==> src/rtl/ahb_slave_sram.sv <==
// rtl/ahb_slave_sram.sv - AHB-Lite word SRAM slave with programmable wait states and two-cycle ERROR response
module ahb_slave_sram #(
  parameter int DEPTH       = 64,
  parameter int WAIT_STATES = 0
) (
  input  logic        clk,
  input  logic        rst_n,
  input  logic        hsel_i,
  input  logic [31:0] haddr_i,
  input  logic [1:0]  htrans_i,
  input  logic        hwrite_i,
  input  logic [2:0]  hsize_i,
  input  logic [2:0]  hburst_i,
  input  logic [31:0] hwdata_i,
  input  logic        hready_i,
  output logic [31:0] hrdata_o,
  output logic        hreadyout_o,
  output logic        hresp_o
);

  localparam int AW = $clog2(DEPTH) + 2;
  localparam logic [2:0] WS_LAST = (WAIT_STATES > 0) ? 3'(WAIT_STATES - 1) : 3'd0;

  typedef enum logic [2:0] {
    ST_IDLE,
    ST_WAIT,
    ST_LAST,
    ST_ERR1,
    ST_ERR2
  } state_t;

  state_t      state_q, state_d;
  logic [2:0]  cnt_q, cnt_d;
  logic [AW-1:0] addr_q;
  logic        write_q;
  logic [1:0]  size_q;
  logic [31:0] mem [DEPTH];

  logic        accept;
  logic        xfer_err;
  logic        ready_c;
  logic        resp_c;
  logic [3:0]  byte_en;
  state_t      new_state;

  // Burst type and SEQ/NONSEQ distinction have no effect on this slave.
  logic unused_ok;
  assign unused_ok = ^{hburst_i, htrans_i[0]};

  // New address phases are only taken when no data phase is stalling the bus.
  assign accept = hsel_i && htrans_i[1] && hready_i &&
                  (state_q == ST_IDLE || state_q == ST_LAST || state_q == ST_ERR2);

  assign xfer_err = (haddr_i >= 32'(DEPTH * 4)) ||
                    (hsize_i > 3'd2) ||
                    (hsize_i == 3'd1 && haddr_i[0]) ||
                    (hsize_i == 3'd2 && haddr_i[1:0] != 2'b00);

  assign new_state = xfer_err ? ST_ERR1 : ((WAIT_STATES > 0) ? ST_WAIT : ST_LAST);

  always_comb begin
    state_d = state_q;
    cnt_d   = cnt_q;
    ready_c = 1'b1;
    resp_c  = 1'b0;
    case (state_q)
      ST_IDLE: begin
        if (accept) state_d = new_state;
      end
      ST_WAIT: begin
        ready_c = 1'b0;
        if (cnt_q == WS_LAST) begin
          state_d = ST_LAST;
          cnt_d   = 3'd0;
        end else begin
          cnt_d = cnt_q + 3'd1;
        end
      end
      ST_LAST: begin
        state_d = accept ? new_state : ST_IDLE;
      end
      ST_ERR1: begin
        ready_c = 1'b0;
        resp_c  = 1'b1;
        state_d = ST_ERR2;
      end
      ST_ERR2: begin
        resp_c  = 1'b1;
        state_d = accept ? new_state : ST_IDLE;
      end
      default: state_d = ST_IDLE;
    endcase
  end

  always_comb begin
    byte_en = 4'b1111;
    case (size_q)
      2'd0:    byte_en = 4'b0001 << addr_q[1:0];
      2'd1:    byte_en = addr_q[1] ? 4'b1100 : 4'b0011;
      default: byte_en = 4'b1111;
    endcase
  end

  always_ff @(posedge clk) begin
    if (!rst_n) begin
      state_q <= ST_IDLE;
      cnt_q   <= 3'd0;
      addr_q  <= '0;
      write_q <= 1'b0;
      size_q  <= 2'd0;
      for (int i = 0; i < DEPTH; i++) mem[i] <= 32'h0;
    end else begin
      state_q <= state_d;
      cnt_q   <= cnt_d;
      if (accept) begin
        addr_q  <= haddr_i[AW-1:0];
        write_q <= hwrite_i;
        size_q  <= hsize_i[1:0];
      end
      if (state_q == ST_LAST && write_q) begin
        for (int b = 0; b < 4; b++)
          if (byte_en[b]) mem[addr_q[AW-1:2]][8*b +: 8] <= hwdata_i[8*b +: 8];
      end
    end
  end

  // Outputs are forced to the idle response while reset is held, since state_q is only cleared at the edge.
  assign hreadyout_o = !rst_n || ready_c;
  assign hresp_o     = rst_n && resp_c;
  assign hrdata_o    = (rst_n && state_q == ST_LAST && !write_q) ? mem[addr_q[AW-1:2]] : 32'h0;

endmodule

==> config.mk <==
export PLATFORM = sky130hd
export DESIGN_NAME = ahb_slave_sram
export DESIGN_NICKNAME = d
export VERILOG_FILES = /design/src/rtl/ahb_slave_sram.sv
export SDC_FILE = /design/constraint.sdc
export NUM_CORES = 2
export LEC_CHECK = 0
export BUFFER_PORTS_ARGS = -buffer_cell sky130_fd_sc_hd__buf_2
export CAP_MARGIN = 25
export CORE_AREA = 8 8 578 580
export DETAILED_ROUTE_END_ITERATION = 12
export DIE_AREA = 0 0 586 588
export PLACE_DENSITY = 0.47
export SETUP_SLACK_MARGIN = 0.4
export SLEW_MARGIN = 20
export SYNTH_ARGS = -nofsm -noshare
export SYNTH_HDL_FRONTEND = slang
export SYNTH_SLANG_ARGS = --single-unit
==> constraint.sdc <==
create_clock -name clk -period 2.45 [get_ports clk]
set_clock_uncertainty 0.1 [all_clocks]
set_input_delay 0.3675 -clock clk [delete_from_list [all_inputs] [get_ports clk]]
set_output_delay 0.3675 -clock clk [all_outputs]
set_load 0.01 [all_outputs]
[Yosys cells after proc, flatten, opt, wreduce, memory -nomap -nowiden]
Memories as Yosys holds them, arrays and structs flattened. A register that Yosys moved wholly into a read port is not among the register bits.
Cells that the tools add are included.
Storage, ports and cells
  bits in registers: 17
  latch bits: 0
  RAM bits: 2048
  bits in read-only memories: 0
  word-level logic and storage cells: 78
  memories kept: 1
Operators by class
  add/sub/neg operators: 1
  multiply operators: 0
  divide/modulo/power cells: 0
  magnitude comparators: 2
  equal/unequal tests: 9
  shift operators: 1
  mux-type cells: 33
  bitwise gates (word level): 0
  reduce and logical (&&, ||, !) cells: 26
Memory list
  mem: words 64, bits a word 32, read ports 1, clocked after Yosys merged registers in 1, wr ports 64, line 37  | logic [31:0] mem [DEPTH];
Operators with widths (number)
  two-way mux 32 bit: 2
  greater-or-equal comparator 32 x 9 -> 1 bit, second input constant: 1
  OR reduction 32 bit: 1
  two-way mux 1 bit: 20
  two-way mux 6 bit: 3
  case mux 3 bit (4 select lines): 1
  == test 3 x 2 -> 1 bit, second input constant: 3
  logical AND 1 bit: 9
  two-way mux 3 bit: 3
  two-way mux 4 bit: 2
  case mux 4 bit (2 select lines): 1
  == test 3 x 1 -> 1 bit, second input constant: 2
  logical NOT 3 bit: 2
  logical OR 1 bit: 6
  OR reduction 2 bit: 3
  inequality test 2 bit, second input constant: 2
  << shifter 1 x 2 -> 4 bit, first input constant: 1
  adder 3 x 1 -> 3 bit, second input constant: 1
  == test 3 bit, second input constant: 1
  > comparator 3 x 2 -> 1 bit, second input constant: 1
  == test 2 x 1 -> 1 bit, second input constant: 1
  logical NOT 1 bit: 2
  logical NOT 2 bit: 1
  two-way mux 2 bit: 1
  2 further kinds: 2

[Longest topological paths before layout]
  word-level depth: 8
  depth in mapped cells: 10

[Worst setup path after synthesis]
No wires, ideal clock.
  kind: register -> output
  start: register with a tool-made name
  end: output port hrdata_o[9]
  arrival: 2.141 ns
  slack: -0.158 ns
  cell stages (with the launch flop): 7
  buffers on the path: 2
  cells stage by stage: dfxtp_1 > buf_2 > clkbuf_4 > mux4_2 > mux4_2 > o2111ai_1 > o21ai_1
RTL lines
  to (decl): line 16  | output logic [31:0] hrdata_o,

==> metrics.txt <==
outcome=finished with violations; failing checks=setup timing; CTS tree=done; Post-DP Area=0.1130 mm^2; Gate Count Post-Synth=6756; flop2flop setup slack=-0.46 ns; top cell type's share of synthesized area=0.6349; Tmin final=4.352 ns; share of cells above drive strength 1=0.3664; CP Class=flip-flop to output pin; YS warnings=0; first-pass GRT wire length=510500 um; row count=210; Routed WL=368700 um; maximum level of the CTS H-tree=4; GR Overflow Total=0; maximum clock frequency=229.8 MHz; synth top area cells=edfxtp_1, and3_1, mux4_2, clkbuf_1, nand2_1; Worst-Skew Late Latency=0.91 ns; Worst path slowest cell=a2111oi_4; die width=586 um; largest net degree at the start of global routing=111; capture point of the worst path=hrdata_o[0]; die height=588 um; setup_tns=-1183.63 ns; worst r2r dst=mem[10][8]; vias in the first global route=between 60k and 70k; final net count=7821; CP required=1.98 ns; Synth Area per Inst=approximately 14 um^2; Detail Route Antenna Nets=0; drt via density=5.368; fin. max-slew vios=0; period utilization=1.776; top-level I/O count=about 110; CP cell instances=buf_12, buf_12, buf_16, mux4_2, mux4_2, a2111oi_4, buf_4, a211oi_4, buf_2; full die area=0.3446 mm^2; LEAKAGE=54.04 nW; critical path startpoint category=flip-flop; Iter 0 DRT Violations=7393; Final Cell Area=0.1288 mm^2; RSZ-0062 raised after global routing=true; maxcap violations=0; Max Buffers Root-to-Sink=4; post-synthesis cell area=0.09686 mm^2; post-synthesis sequential area ratio=0.6397; setup slack after layout=-1.902 ns; Starting Density=0.2978; EDFF count, synth=2048; routed vias=~66k; Port Buf Inserts=106; worst reg2reg path startpoint=state_q[0]; DP HPWL=239600 um; Hold Path Stages=2; area grow syn2layout=32.93%; Yosys top cell by area=edfxtp_1; DR pass1 iterations=6; most frequent cell after synthesis=and3_1; core area=~0.33 mm^2; Synth Net Count=between 6k and 7k; Hold Fails Final Rpt=0; Setup violations, final=around 4.1k; Max IR drop VDD=0.0005613 V; # DRC=0; worst hold path class=input pin to flip-flop; Commonest cells post-synth=and3_1, edfxtp_1, clkbuf_1; R2R cell count=17; synthesis-stage register bit count=2071; Root Driver=clkbuf_16; Clk pin slew, worst setup/hold paths=around 0.070 ns; Largest stage delay, worst path=0.69 ns; Synth Flop Type=edfxtp_1; initial antenna violation count=30; Inserted Clock Buffers=231; FFs w/ async S/R, synth=0; fill count=30.07k; pwr dens=636.9 mW/mm^2; Worst Setup End Kind=output pin; gpl congestion=0.8777; Worst Max-Slew Pin Slew=1.187 ns; synth unique cells=57; CTS sink count=2071; GRT Total Usage=0.2041; Worst EP arrival=between 3 and 4 ns; max_slew headroom=0.2089; Crit Path Max Fanout=6; post-DR wirelength/cell=30.02 um
## final cells by class
type | count | area (um^2) | share of cell area
multi-input combinational | 3788 | 34090 | 0.2647
clock inverter | 137 | 1335 | 0.01037
antenna | 12 | 30.03 | 0.0002332
inverter | 6 | 27.53 | 0.0002138
timing repair buffer | 1644 | 19750 | 0.1534
tap | 4346 | 5438 | 0.04223
sequential | 2071 | 61980 | 0.4814
clock buffer | 279 | 6105 | 0.04741
## metrics by stage
stage	hold WS, ns	std cells	utilization	total power, mW	worst slack [ns]
floorplan	0.3471	6756	-	43.53	-0.04392
global placement	0.3618	11510	0.3471	47.01	-1.689
detailed placement	0.3766	11510	0.3472	47.08	-1.439
CTS	0.001501	12140	0.3869	82.38	-1.903
global route	0.03844	12280	0.3958	84.06	-1.880
finish	0.04756	12280	0.3958	82.00	-1.902
## layer usage
| metal | routed length (um) | global-route usage | vias up |
|---|---|---|---|
| li1 | - | - | 28220 |
| met1 | 151000 | 0.2787 | 34540 |
| met2 | 178200 | 0.3377 | 2642 |
| met3 | 26240 | 0.02651 | 528 |
| met4 | 13260 | 0.06483 | 4 |
| met5 | 23 | 0 | - |
## report_power, final
part	switching, mW	leakage, nW	internal [mW]
combinational	3.83	29.0	2.87
sequential	0.351	21.3	40.0
clock	14.8	3.65	20.2
total	19.0	54.0	63.0
## worst max-delay path, delay by kind of cell, from the launching register on
kind / cells / cell delay, ns
multiplexers: 2 / 1.02
flip-flops: 1 / 0.40
AO/OA/AOI/OAI: 2 / 0.74
buffers and inverters: 5 / 0.82
## what timing repair did
action | 4_1_cts | 5_1_grt
pin swaps | 49 | 45
buffers inserted | 135 | 91
hold buffers | 42 | 0
hold endpoints to repair | 274 | 0
resized for setup | 543 | 295
endpoints found under the setup margin | 3466 | 4135
gates cloned | 41 | 35
## placed cells by master, fill, tap and decap left out, drive strengths merged, types with 7 or more instances in the layout
cell | netlist | final
a21oi | 40 | 40
nand2b | 9 | 9
and2 | 13 | 13
buf | 163 | 1560
clkinv | 1 | 102
diode | 0 | 12
a221oi | 18 | 18
o211ai | 10 | 10
and3 | 2057 | 2057
bufinv | 0 | 24
dlygate4sd3 | 0 | 42
nor4 | 9 | 9
o21ai | 20 | 20
a2111oi | 7 | 7
clkbuf | 728 | 310
a22oi | 55 | 55
dfxtp | 23 | 23
a22o | 18 | 18
edfxtp | 2048 | 2048
nor2 | 101 | 101
mux2i | 117 | 117
bufbuf | 0 | 11
nand2 | 594 | 594
clkinvlp | 0 | 8
nor3 | 10 | 10
nand3 | 27 | 27
o22ai | 16 | 16
a211oi | 16 | 16
mux2 | 30 | 30
nor2b | 28 | 28
a32oi | 9 | 9
mux4 | 518 | 518
a31oi | 10 | 10
nand3b | 11 | 11
inv | 5 | 9
## cell families (layout without fill, tap and decap cells)
| group | count (synthesis) | after routing | share of synthesized area |
|---|---|---|---|
| buffers and inverters | 897 | 2066 | 0.03818 |
| AND/OR/NAND/NOR | 2873 | 2873 | 0.1674 |
| adder cells (fa/ha/maj) | 2 | 2 | 0.0002583 |
| other | 0 | 12 | 0 |
| multiplexers | 665 | 665 | 0.1360 |
| AO/OA/AOI/OAI | 248 | 248 | 0.01847 |
| flip-flops | 2071 | 2071 | 0.6397 |
## worst min path at each step
stage                       startpoint     endpoint  slack (ns)
after global routing      hwdata_i[18]  mem[40][18]        0.04
after CTS                 hwdata_i[18]  mem[40][18]       0.002
after global placement        cnt_q[2]     cnt_q[2]        0.36
after floorplan               cnt_q[2]     cnt_q[2]        0.35
after detailed placement     size_q[0]    size_q[0]        0.38
final                     hwdata_i[18]  mem[40][18]        0.05
## sequential cells by signal (all words and copies together) (netlist names), named ones only
| signal | count |
|---|---|
| mem | 2048 |
| addr_q | 8 |
| cnt_q | 3 |
| state_q | 3 |
| size_q | 2 |
| write_q | 1 |
No activity file was read; power rests on OpenSTA's default activity.
